**src/rtl/zion_basic_circuit_lib_rr_reg_arbiter.sv**
```systemverilog
// Round-robin arbiter feeding one registered valid/ready stage shared by NUM requesters.
// Latency 1 cycle from input transfer to oVld; oRdy drops while the stage is full and iRdy is low.
module zion_basic_circuit_lib_rr_reg_arbiter #(
  parameter int NUM   = 2,
  parameter int WIDTH = 8,
  parameter int ID_W  = ($clog2(NUM) > 0) ? $clog2(NUM) : 1
) (
  input  logic                 clk,
  input  logic                 rst,
  input  logic [NUM-1:0]       iVld,
  input  logic [NUM*WIDTH-1:0] iDat,
  output logic [NUM-1:0]       oRdy,
  output logic                 oVld,
  output logic [WIDTH-1:0]     oDat,
  output logic [ID_W-1:0]      oId,
  input  logic                 iRdy
);

  if (NUM < 1 || NUM > 64 || WIDTH < 1) begin : g_bad_param
`ifdef CHECK_ERR_EXIT
    $fatal(1, "rr_reg_arbiter: illegal parameters NUM=%0d WIDTH=%0d", NUM, WIDTH);
`else
    $error("rr_reg_arbiter: illegal parameters NUM=%0d WIDTH=%0d", NUM, WIDTH);
`endif
  end

  logic [ID_W-1:0]  ptr;
  logic [ID_W-1:0]  gnt_id;
  logic [NUM-1:0]   grant;
  logic [WIDTH-1:0] gnt_dat;
  logic             found;
  logic             free;
  logic             xfer;

  // Two passes: indices at/after ptr first, then the wrapped-around ones below ptr.
  always_comb begin
    grant   = '0;
    gnt_id  = '0;
    gnt_dat = '0;
    found   = 1'b0;
    for (int i = 0; i < NUM; i++) begin
      if (!found && iVld[i] && (i >= int'(ptr))) begin
        found    = 1'b1;
        grant[i] = 1'b1;
        gnt_id   = ID_W'(i);
        gnt_dat  = iDat[i*WIDTH +: WIDTH];
      end
    end
    for (int i = 0; i < NUM; i++) begin
      if (!found && iVld[i] && (i < int'(ptr))) begin
        found    = 1'b1;
        grant[i] = 1'b1;
        gnt_id   = ID_W'(i);
        gnt_dat  = iDat[i*WIDTH +: WIDTH];
      end
    end
  end

  assign free = !oVld || iRdy;
  // Ready is held off during reset so no requester believes a discarded word was taken.
  assign oRdy = (free && !rst) ? grant : '0;
  assign xfer = found && free && !rst;

  always_ff @(posedge clk) begin
    if (rst) begin
      oVld <= 1'b0;
      oDat <= '0;
      oId  <= '0;
      ptr  <= '0;
    end else if (xfer) begin
      oVld <= 1'b1;
      oDat <= gnt_dat;
      oId  <= gnt_id;
      ptr  <= (gnt_id == ID_W'(NUM - 1)) ? '0 : gnt_id + ID_W'(1);
    end else if (iRdy) begin
      oVld <= 1'b0;
    end
  end

endmodule
```
**config.mk**
```make
export PLATFORM = sky130hd
export DESIGN_NAME = zion_basic_circuit_lib_rr_reg_arbiter
export DESIGN_NICKNAME = d
export VERILOG_FILES = /design/src/rtl/zion_basic_circuit_lib_rr_reg_arbiter.sv
export SDC_FILE = /design/constraint.sdc
export NUM_CORES = 1
export LEC_CHECK = 0
export BUFFER_PORTS_ARGS = -buffer_cell sky130_fd_sc_hd__buf_2
export CORE_AREA = 4 4 41 43
export CTS_CLUSTER_DIAMETER = 200
export CTS_CLUSTER_SIZE = 14
export DETAILED_ROUTE_END_ITERATION = 6
export DIE_AREA = 0 0 45 47
export GPL_ROUTABILITY_DRIVEN = 0
export PLACE_DENSITY = 0.75
export SYNTH_ARGS = -nofsm -noshare
export SYNTH_HDL_FRONTEND = slang
export SYNTH_SLANG_ARGS = --single-unit
```
**constraint.sdc**
```tcl
create_clock -name clk -period 3.2 [get_ports clk]
set_clock_uncertainty 0.15 [all_clocks]
set_input_delay 0.32 -clock clk [delete_from_list [all_inputs] [get_ports clk]]
set_output_delay 0.32 -clock clk [all_outputs]
set_load 0.005 [all_outputs]
```
* Word level (Yosys, flattened, before mapping)
Index checks and enable logic that the tools add are counted.
Operators by class: $add $sub $neg 1, order comparisons 2, reductions and logical operators 13, mux-type cells 13
Operators by type and width (number):
- $mux W8 | 3
- $mux W1 | 9
- $logic_and A1 B1 Y1 | 7
- $logic_not A1 Y1 | 4
- $mux W2 | 1
- $reduce_bool A2 Y1 | 1
- $add A1 B1 Y1 const B | 1
- $ge A1 B1 Y1 const A | 1
- $logic_or A1 B1 Y1 | 1
- $lt A1 B1 Y1 const A | 1
Storage, ports and cells: input bits 21, word-level logic and storage cells 33, output and inout port bits 12, register bits 11

* Logic depth before layout (Yosys ltp)
Gate-level depths: netlist (run 1).
depth in word-level cells 13, depth in mapped cells 5

* Worst setup path before layout (run 1)
OpenSTA, ideal clock, no wires.
path kind register to register, start reg oVld, end reg oId, cell stages (with the launch flop) 6, library setup time 0.116 ns, data arrival time 1.225 ns, slack 1.709 ns, cells stage by stage dfxtp_1 -> nor2b_4 -> buf_6 -> or3_4 -> buf_6 -> a31o_1
On the way: longest elaborated chain between the ends 4
Ends and longest elaborated chain:
- start: declaration | line 13 | output logic oVld,
- start signal: assignment | line 66 | oVld <= 1'b0;
- start signal: assignment | line 71 | oVld <= 1'b1;
- start signal: assignment | line 76 | oVld <= 1'b0;
- $logic_not A1 Y1 | line 59 | assign free = !oVld || iRdy;
- $logic_or A1 B1 Y1 | line 59
- $logic_and A1 B1 Y1 (2 in series) | line 62 | assign xfer = found && free && !rst;
- end signal: assignment | line 73 | oId <= gnt_id;
- end: declaration | line 15 | output logic [ID_W-1:0] oId,
Every way passes these cells. A chain may end at the register's enable or synchronous reset.

* Final worst setup path (run 1)
start reg ptr, end out oRdy[1]
On the way: longest elaborated chain between the ends 7
Ends and longest elaborated chain:
- start: declaration | line 27 | logic [ID_W-1:0] ptr;
- start signal: assignment | line 74 | ptr <= (gnt_id == ID_W'(NUM - 1)) ? '0 : gnt_id + ID_W'(1);
- $ge A1 B1 Y1 | line 42 | if (!found && iVld[i] && (i >= int'(ptr))) begin
- $logic_and A1 B1 Y1 | line 42
- $mux W1 | line 42
- $logic_not A1 Y1 | line 42
- $logic_and A1 B1 Y1 | line 42
- $mux W1 | line 42
- $mux W2 | line 61 | assign oRdy = (free && !rst) ? grant : '0;
- end: declaration | line 12 | output logic [NUM-1:0] oRdy,
Every way passes these cells.

==> metrics, run 1 <==
status finished clean; hold path cells 2; number of distinct library cells after synthesis 22; cell depth of the worst flop-to-flop path 3; Total Wirelength 1.39 mm; fmax 561 MHz; CP arrival 1.31 ns; largest net degree at the start of global routing 12; post-synth top area share 40.0%; FILL cells 126; Fin. Hold Viols 0; Hold Slack 0.107 ns; post-synth top area cell dfxtp_1; detailed placement HPWL 1.07 mm; Residual DRC 0; post-layout instance area 717 µm²; Comb power frac 20.0%; post_cts resized 0; Slew @ Worst Pin 0.341 ns; reg2reg end oDat[6]; critical path type reg2out; Sequential Power Share 49.2%; Synth async-reset ratio 0%; DR vias 548; Max Cap Viol 0; Tightest Hold Check Type in2reg; global-route wire length before repair 2.26 mm; Final Max Slew Viols 0; total power 310 µW; final setup violation count 0; initial antenna violation count 0; peak supply drop 0.000369 V; initial core utilization 42.3%; clk sinks 11; R2R setup slack 1.73 ns; core area 1300 µm²; top cell types by occurrence after synthesis dfxtp_1, a32oi_1, o211ai_1, o21ai_0; ys flop type dfxtp_1; Mapped Area 551 µm²; CP Capture Type output port; RSZ-0062 raised after global routing no; Die X 45 µm; Post-DP Area 691 µm²; Post-CTS Setup Repair Bufs 0; Synth Area per Inst 10.6 µm²; maximum root-to-sink buffer count 2; switching share of power 27.1%; Synth warnings 0; Hold Path Sink ptr; synth top area cells dfxtp_1, a32oi_1, o211ai_1; share of cells above drive strength 1 50.6%; leak pwr 0.000340 µW; vias per std cell 5.59; Clk pwr share 30.8%; GRT Total Usage 14.8%; Startpoint Class flip-flop; IO Pins 33; PwrDens 433 nW/µm²; HP Start rst; Worst-path clk slew 0.07 ns; Clk Latency, worst-skew pair 0.27 ns; DR pass1 iterations 4; CP max FO 8; post-synthesis register bit count 11; root buffer selected by CTS clkbuf_4; FF+latch area 220 µm²; hold buffers post-CTS 0; syn_nets 73; Routed Antenna Nets 0; H-tree level count 1; Post-synth EDFFs 0; final setup TNS 0 ns; Seq/Total Area, Yosys 40.0%; worst path required time 2.73 ns; P_sw 84.2 µW; DRT iter0 DRCs 12; Area Overhead vs Synth 30.2%; final critical-path required period 1.78 ns; ANT cells 0; layout net count 105; cts bufs inserted 3; GRT Residual Overflow 0; CTS tree done; cell row count 13; area of the multi-input gates 284 µm²; number of global-route vias before repair 537; Die Y 47 µm; RR Startpoint oVld; DR WL/cell 14.2 µm; input/output buffers 32; P_int 226 µW; post-synthesis cell count 52; most frequent cell after synthesis dfxtp_1; DIE AREA 2120 µm²; Slew headroom 77.1%; final cycle utilization of the critical path 55.7%
## worst max path at each step
stage / endpoint / slack (ns) / cells after the start / start
after floorplan: oId / 1.71 / 5 / oVld
after global placement: oRdy[0] / 1.57 / 4 / iVld[1]
after detailed placement: oRdy[0] / 1.54 / 4 / iVld[1]
after CTS: oRdy[1] / 1.41 / 3 / ptr
after global routing: oRdy[1] / 1.32 / 3 / ptr
final: oRdy[1] / 1.42 / 3 / ptr
## layout by cell type, fill, tap and decap left out, drive strengths merged
cell type and instances:
and3 1, inv 2, or2b 1, o211ai 7, o21ai 7, nor2b 1, buf 32, a31o 1
a21boi 1, dfxtp 11, a32oi 7, a221o 1, a21oi 1, clkbuf 4, a211oi 1, and4 1
nand2b 1, nor2 1, or3 1, o211a 1
## kinds of logic (layout without fill, tap and decap cells)
family                 count (synthesis)  after routing  synth area share [%]
AOI/OAI and AO/OA                     27             27                  37.5
DFF                                   11             11                  40.0
and+or+nand+nor                        7              7                  14.1
buffers and inverters                  7             38                  8.41
## state kept, by name, indices dropped and copies added, names as in the netlist
| register | cells |
|---|---|
| ptr | 1 |
| oVld | 1 |
| oDat | 8 |
| oId | 1 |
## power groups by stage
stage	clock network, µW	logic [µW]	registers (µW)
final	95.5	62.1	153
after global routing	104	68.7	154
after CTS	97.4	62.1	153
after detailed placement	0	61.9	156
after global placement	0	61.6	156
after floorplan	0	35.7	157
## layout make-up
| class | count | area share, % |
|---|---|---|
| Clock buffer | 4 | 3.66 |
| Inverter | 2 | 1.05 |
| Multi-Input combinational cell | 34 | 39.6 |
| Sequential cell | 11 | 30.7 |
| Tap cell | 15 | 2.62 |
| Timing Repair Buffer | 32 | 22.3 |
## through the flow
| stage | cells | utilization (%) | setup slack [ns] |
|---|---|---|---|
| floorplan | 52 | - | 1.71 |
| global placement | 94 | 53.1 | 1.57 |
| detailed placement | 94 | 53.1 | 1.54 |
| CTS | 98 | 55.1 | 1.41 |
| global route | 98 | 55.1 | 1.32 |
| finish | 98 | 55.1 | 1.42 |
## metal layers
metal | up-vias | share of wire, % | GRT usage, %
met2 | 25 | 48 | 25.4
met5 | - | 0 | 0
li1 | 268 | - | -
met1 | 253 | 41 | 16.5
met3 | 2 | 10 | 6.90
met4 | 0 | 0.72 | 4.09
## critical path, cell delays in order (launching register included)
cell	delay, ns
dfxtp_1	0.36
nand2b_1	0.28
and4_4	0.29
buf_2	0.12
Power figures use the tool's default switching activity.
==> run 2, diff against run 1 <==
--- a/config.mk
+++ b/config.mk
@@ -6,13 +6,13 @@
 export NUM_CORES = 1
 export LEC_CHECK = 0
 export BUFFER_PORTS_ARGS = -buffer_cell sky130_fd_sc_hd__buf_2
-export CORE_AREA = 4 4 41 43
+export CORE_MARGIN = 4
+export CORE_UTILIZATION = 40
 export CTS_CLUSTER_DIAMETER = 200
 export CTS_CLUSTER_SIZE = 14
 export DETAILED_ROUTE_END_ITERATION = 6
-export DIE_AREA = 0 0 45 47
 export GPL_ROUTABILITY_DRIVEN = 0
-export PLACE_DENSITY = 0.75
+export PLACE_DENSITY = 0.73
 export SYNTH_ARGS = -nofsm -noshare
 export SYNTH_HDL_FRONTEND = slang
 export SYNTH_SLANG_ARGS = --single-unit
==> constraint.sdc (replaced) <==
create_clock -name clk -period 1.7 [get_ports clk]
set_clock_uncertainty 0.15 [all_clocks]
set_input_delay 0.17 -clock clk [delete_from_list [all_inputs] [get_ports clk]]
set_output_delay 0.17 -clock clk [all_outputs]
set_load 0.005 [all_outputs]
==> run 2 against run 1 <==
Effect of this change:
- final area up 5.2%
- wire length is 2.1% higher
- combinational power rose by 100%
- non-clock buffer count increased by 4
- register-to-register slack lost 1.5 ns
- clock power up 91%
- die area down 3.8%
- sequential power rose by 88%
- global-route usage fell by 0.13 points
- utilization grew 2.9 points
- sequential share of layout area down 1.5 points
- setup slack got worse by 1.3 ns
- critical path type unchanged
- critical endpoint is now oRdy[0]
==> metrics, run 2 (same netlist as run 1, synthesis figures left out) <==
DR WL/cell 13.9 µm; Slew headroom 75.2%; CP Capture Type output port; CTS tree done; commonest non-fill, non-tap cells in the layout buf_2, dfxtp_1, a32oi_1, o211ai_1, o21ai_0; RR Startpoint oVld; worst-path cell chain a21boi_2 -> and3_1 -> buf_2; Slew @ Worst Pin 0.370 ns; met1 usage 17.6%; core area 1300 µm²; input/output buffers 32; CP max FO 8; Residual DRC 0; global-route wire length before repair 2.21 mm; Clk Latency, worst-skew pair 0.27 ns; DIE AREA 2030 µm²; worst setup path end oRdy[0]; reg2reg end oDat[6]; total power 595 µW; DRT iter0 DRCs 13; final critical-path required period 1.61 ns; critical path launch point ptr; Tightest Hold Check Type in2reg; RSZ-0062 raised after global routing no; fmax 622 MHz; cts bufs inserted 3; hold path cells 3; worst path required time 1.38 ns; leak pwr 0.000358 µW; met2 Use GR 26.0%; vias per std cell 5.70; cell depth of the worst flop-to-flop path 3; Die Y 45.1 µm; detailed placement HPWL 1.03 mm; GRT Residual Overflow 0; flip-flop count of the largest register after layout 8; GRT Total Usage 14.7%; IO Pins 33; CP arrival 1.29 ns; final setup TNS 0 ns; Fin. Hold Viols 0; Die X 45.1 µm; DR vias 581; Worst-path clk slew 0.07 ns; layout net count 109; status finished clean; most common cell after layout, fill and taps aside buf_2; GR peak layer met2; root buffer selected by CTS clkbuf_4; Max Cap Viol 0; Placed Cells 95; Slowest-stage cell, CP a21boi_2; initial antenna violation count 0; Biggest register oDat; peak supply drop 0.000448 V; maximum root-to-sink buffer count 2; ANT cells 0; critical path type reg2out; fin cells 102; cell row count 13; hold buffers post-CTS 3; initial core utilization 42.3%; Final Max Slew Viols 0; Startpoint Class flip-flop; R2R setup slack 0.26 ns; Post-CTS Setup Repair Bufs 0; DR pass1 iterations 4; met3 usage 2.39%; PwrDens 788 nW/µm²; H-tree level count 1; clk sinks 11; Total Wirelength 1.42 mm; post_cts resized 0; share of cells above drive strength 1 49.4%; final setup violation count 0; Area Overhead vs Synth 37.0%; number of global-route vias before repair 521; Crit path largest cell delay 0.34 ns; largest net degree at the start of global routing 12; Routed Antenna Nets 0; final cycle utilization of the critical path 94.6%
run 2: worst max-delay path, delay by kind of cell (launching register included):
| family | cells | cell delay, ns |
|---|---|---|
| simple gates | 1 | 0.23 |
| buf+inv | 1 | 0.12 |
| flops | 1 | 0.33 |
| compound gates | 1 | 0.34 |
run 2: power by group:
part	internal [µW]	leakage (µW)	switching, µW	total (µW)
clock	90.8	0.0000150	91.3	182
combinational	64.4	0.000252	60.9	125
sequential	278	0.0000908	9.67	287
total	433	0.000358	162	595
run 2: worst min-delay path by stage:
stage / start / endpoint / slack (ns)
after floorplan: rst / ptr / 0.08
after global placement: rst / ptr / 0.23
after detailed placement: rst / ptr / 0.23
after CTS: iDat[7] / oDat[7] / 0.02
after global routing: iDat[7] / oDat[7] / 0.03
final: iDat[2] / oDat[2] / 0.02
run 2: per-stage QoR:
| stage | hold WS (ns) | util, % | area, µm² | setup slack, ns |
|---|---|---|---|---|
| 3_3_place_gp | 0.231 | 53.7 | 698 | 0.296 |
| 6_report | 0.0183 | 58.0 | 754 | 0.0919 |
| 5_1_grt | 0.0275 | 58.0 | 754 | 0.0191 |
| 4_1_cts | 0.0238 | 58.0 | 754 | 0.0910 |
| 3_5_place_dp | 0.232 | 53.7 | 698 | 0.278 |
| 2_1_floorplan | 0.0846 | - | 551 | 0.209 |
run 2: layer usage:
| metal | routed length, µm | up-vias |
|---|---|---|
| met3 | 112 | 3 |
| met1 | 554 | 272 |
| met2 | 732 | 24 |
| li1 | - | 282 |
| met4 | 17 | 0 |
| met5 | 0 | - |
run 2: cell type report:
type                            count  area, µm²
Clock buffer                        4       26.3
Fill cell                         120        547
Inverter                            2       7.51
Multi-Input combinational cell     34        284
Sequential cell                    11        220
Tap cell                           15       18.8
Timing Repair Buffer               36        198
==> run 3, diff against run 2 <==
--- a/config.mk
+++ b/config.mk
@@ -12,7 +12,7 @@
 export CTS_CLUSTER_SIZE = 14
 export DETAILED_ROUTE_END_ITERATION = 6
 export GPL_ROUTABILITY_DRIVEN = 0
-export PLACE_DENSITY = 0.73
+export PLACE_DENSITY = 0.77
 export SYNTH_ARGS = -nofsm -noshare
 export SYNTH_HDL_FRONTEND = slang
 export SYNTH_SLANG_ARGS = --single-unit
==> constraint.sdc (replaced) <==
create_clock -name clk -period 1.7 [get_ports clk]
set_clock_uncertainty 0.15 [all_clocks]
set_input_delay 0 -clock clk [delete_from_list [all_inputs] [get_ports clk]]
set_output_delay 0 -clock clk [all_outputs]
set_load 0.005 [all_outputs]
==> run 3 against run 2 <==
Effect of this change:
- first-iteration DRC count decreased by 23%
- critical path type is now in2reg
- non-clock buffer count increased by 16
- sequential power about the same
- utilization up 12 points
- largest power group unchanged
- hold slack improved by 0.061 ns
- clock power is essentially flat
- final area increased by 21%
- fmax rose by 1.2%
- via count increased by 16%
- flip-flop and latch count is the same
- global-route usage rose by 7.0 points
- critical endpoint is now oVld
- register-to-register slack worse by 0.11 ns
==> metrics, run 3 (same netlist as run 1, synthesis figures left out) <==
cell row count 13; Hold Path Sink oDat[5]; CP max FO 3; FF+latch area 220 µm²; final setup violation count 0; ANT cells 0; hold path cells 4; Max Cap Viol 0; global-route wire length before repair 3.10 mm; final setup TNS 0 ns; PwrDens 690 nW/µm²; Post-CTS Setup Repair Bufs 0; peak supply drop 0.000474 V; Area Overhead vs Synth 66.1%; HP Start iVld[0]; worst path required time 1.77 ns; IO Pins 33; Residual DRC 0; most common cell after layout, fill and taps aside buf_2; DR pass1 iterations 4; Worst-path clk slew 0.07 ns; Die Y 45.1 µm; clk sinks 11; cell depth of the worst flop-to-flop path 3; post_cts resized 0; Total Wirelength 1.94 mm; Slew headroom 74.3%; FILL cells 110; CP Capture Type flip-flop; DRT iter0 DRCs 10; root buffer selected by CTS clkbuf_4; Post-DP Area 698 µm²; Biggest register oDat; reg2reg end oVld; initial core utilization 42.3%; GRT Residual Overflow 0; final critical-path required period 1.59 ns; Final WS setup 0.110 ns; final cycle utilization of the critical path 93.5%; Placement Setup Slack 0.254 ns; leak pwr 0.000425 µW; detailed placement HPWL 1.13 mm; CP arrival 1.66 ns; Startpoint Class input port; input/output buffers 32; largest net degree at the start of global routing 12; Routed Antenna Nets 0; area of the multi-input gates 284 µm²; critical path type in2reg; share of cells above drive strength 1 41.7%; flip-flop count of the largest register after layout 8; R2R setup slack 0.15 ns; Fin. Hold Viols 0; maximum root-to-sink buffer count 2; Die X 45.1 µm; vias per std cell 5.73; post-layout instance area 915 µm²; number of global-route vias before repair 709; initial antenna violation count 0; cts bufs inserted 3; Tightest Hold Check Type in2reg; DR WL/cell 16.4 µm; RSZ-0062 raised after global routing no; DIE AREA 2030 µm²; GRT Total Usage 21.7%; Clk Latency, worst-skew pair 0.28 ns; fmax 629 MHz; Slew @ Worst Pin 0.383 ns; core area 1300 µm²; Final Max Slew Viols 0; RR Startpoint oVld; final core utilization 70.3%; hold buffers post-CTS 19; H-tree level count 1; layout net count 125; commonest non-fill, non-tap cells in the layout buf_2, dlygate4sd3_1, dfxtp_1; DR vias 676; status finished clean; CTS tree done
-- run 3: cell types whose count changed in the layout (fill, tap and decap cells not counted), sizes merged --
cell	delta
dlygate4sd3	+16
-- run 3: power by group --
group | internal (µW) | switching (µW)
clock | 91.2 | 91.9
sequential | 278 | 10.4
combinational | 88.9 | 71.2
total | 458 | 174
-- run 3: worst max-delay path: stages --
cell and delay, ns:
dlygate4sd3_1 0.54, buf_2 0.14, or2b_2 0.31, a21oi_1 0.12, dlygate4sd3_1 0.55
-- run 3: per-layer routing --
layer	global-route usage, %	wire length (µm)
met4	12.3	78
met2	38.4	982
met1	21.7	746
met5	0	0
met3	7.57	130
-- run 3: through the flow --
step / cells / total power [µW] / hold WS [ns]
final: 118 / 631 / 0.0796
after global placement: 95 / 411 / 0.0603
after CTS: 118 / 625 / 0.0784
after global routing: 118 / 664 / 0.0966
after floorplan: 52 / 362 / -0.0854
after detailed placement: 95 / 415 / 0.0618
-- run 3: layout make-up --
type | count | area share, %
sequential | 11 | 24.1
tap | 15 | 2.05
multi-input combinational | 34 | 31.1
clock buffer | 4 | 2.87
inverter | 2 | 0.821
timing repair buffer | 52 | 39.1
-- run 3: how the worst max path moves through the flow --
stage	startpoint	to	slack (ns)	cells after the start
after CTS	iRdy	oVld	0.13	5
final	iRdy	oVld	0.11	5
after detailed placement	oVld	oDat[6]	0.25	3
after global routing	iRdy	oVld	0.07	5
after global placement	oVld	oDat[6]	0.30	3
after floorplan	oVld	oId	0.21	5
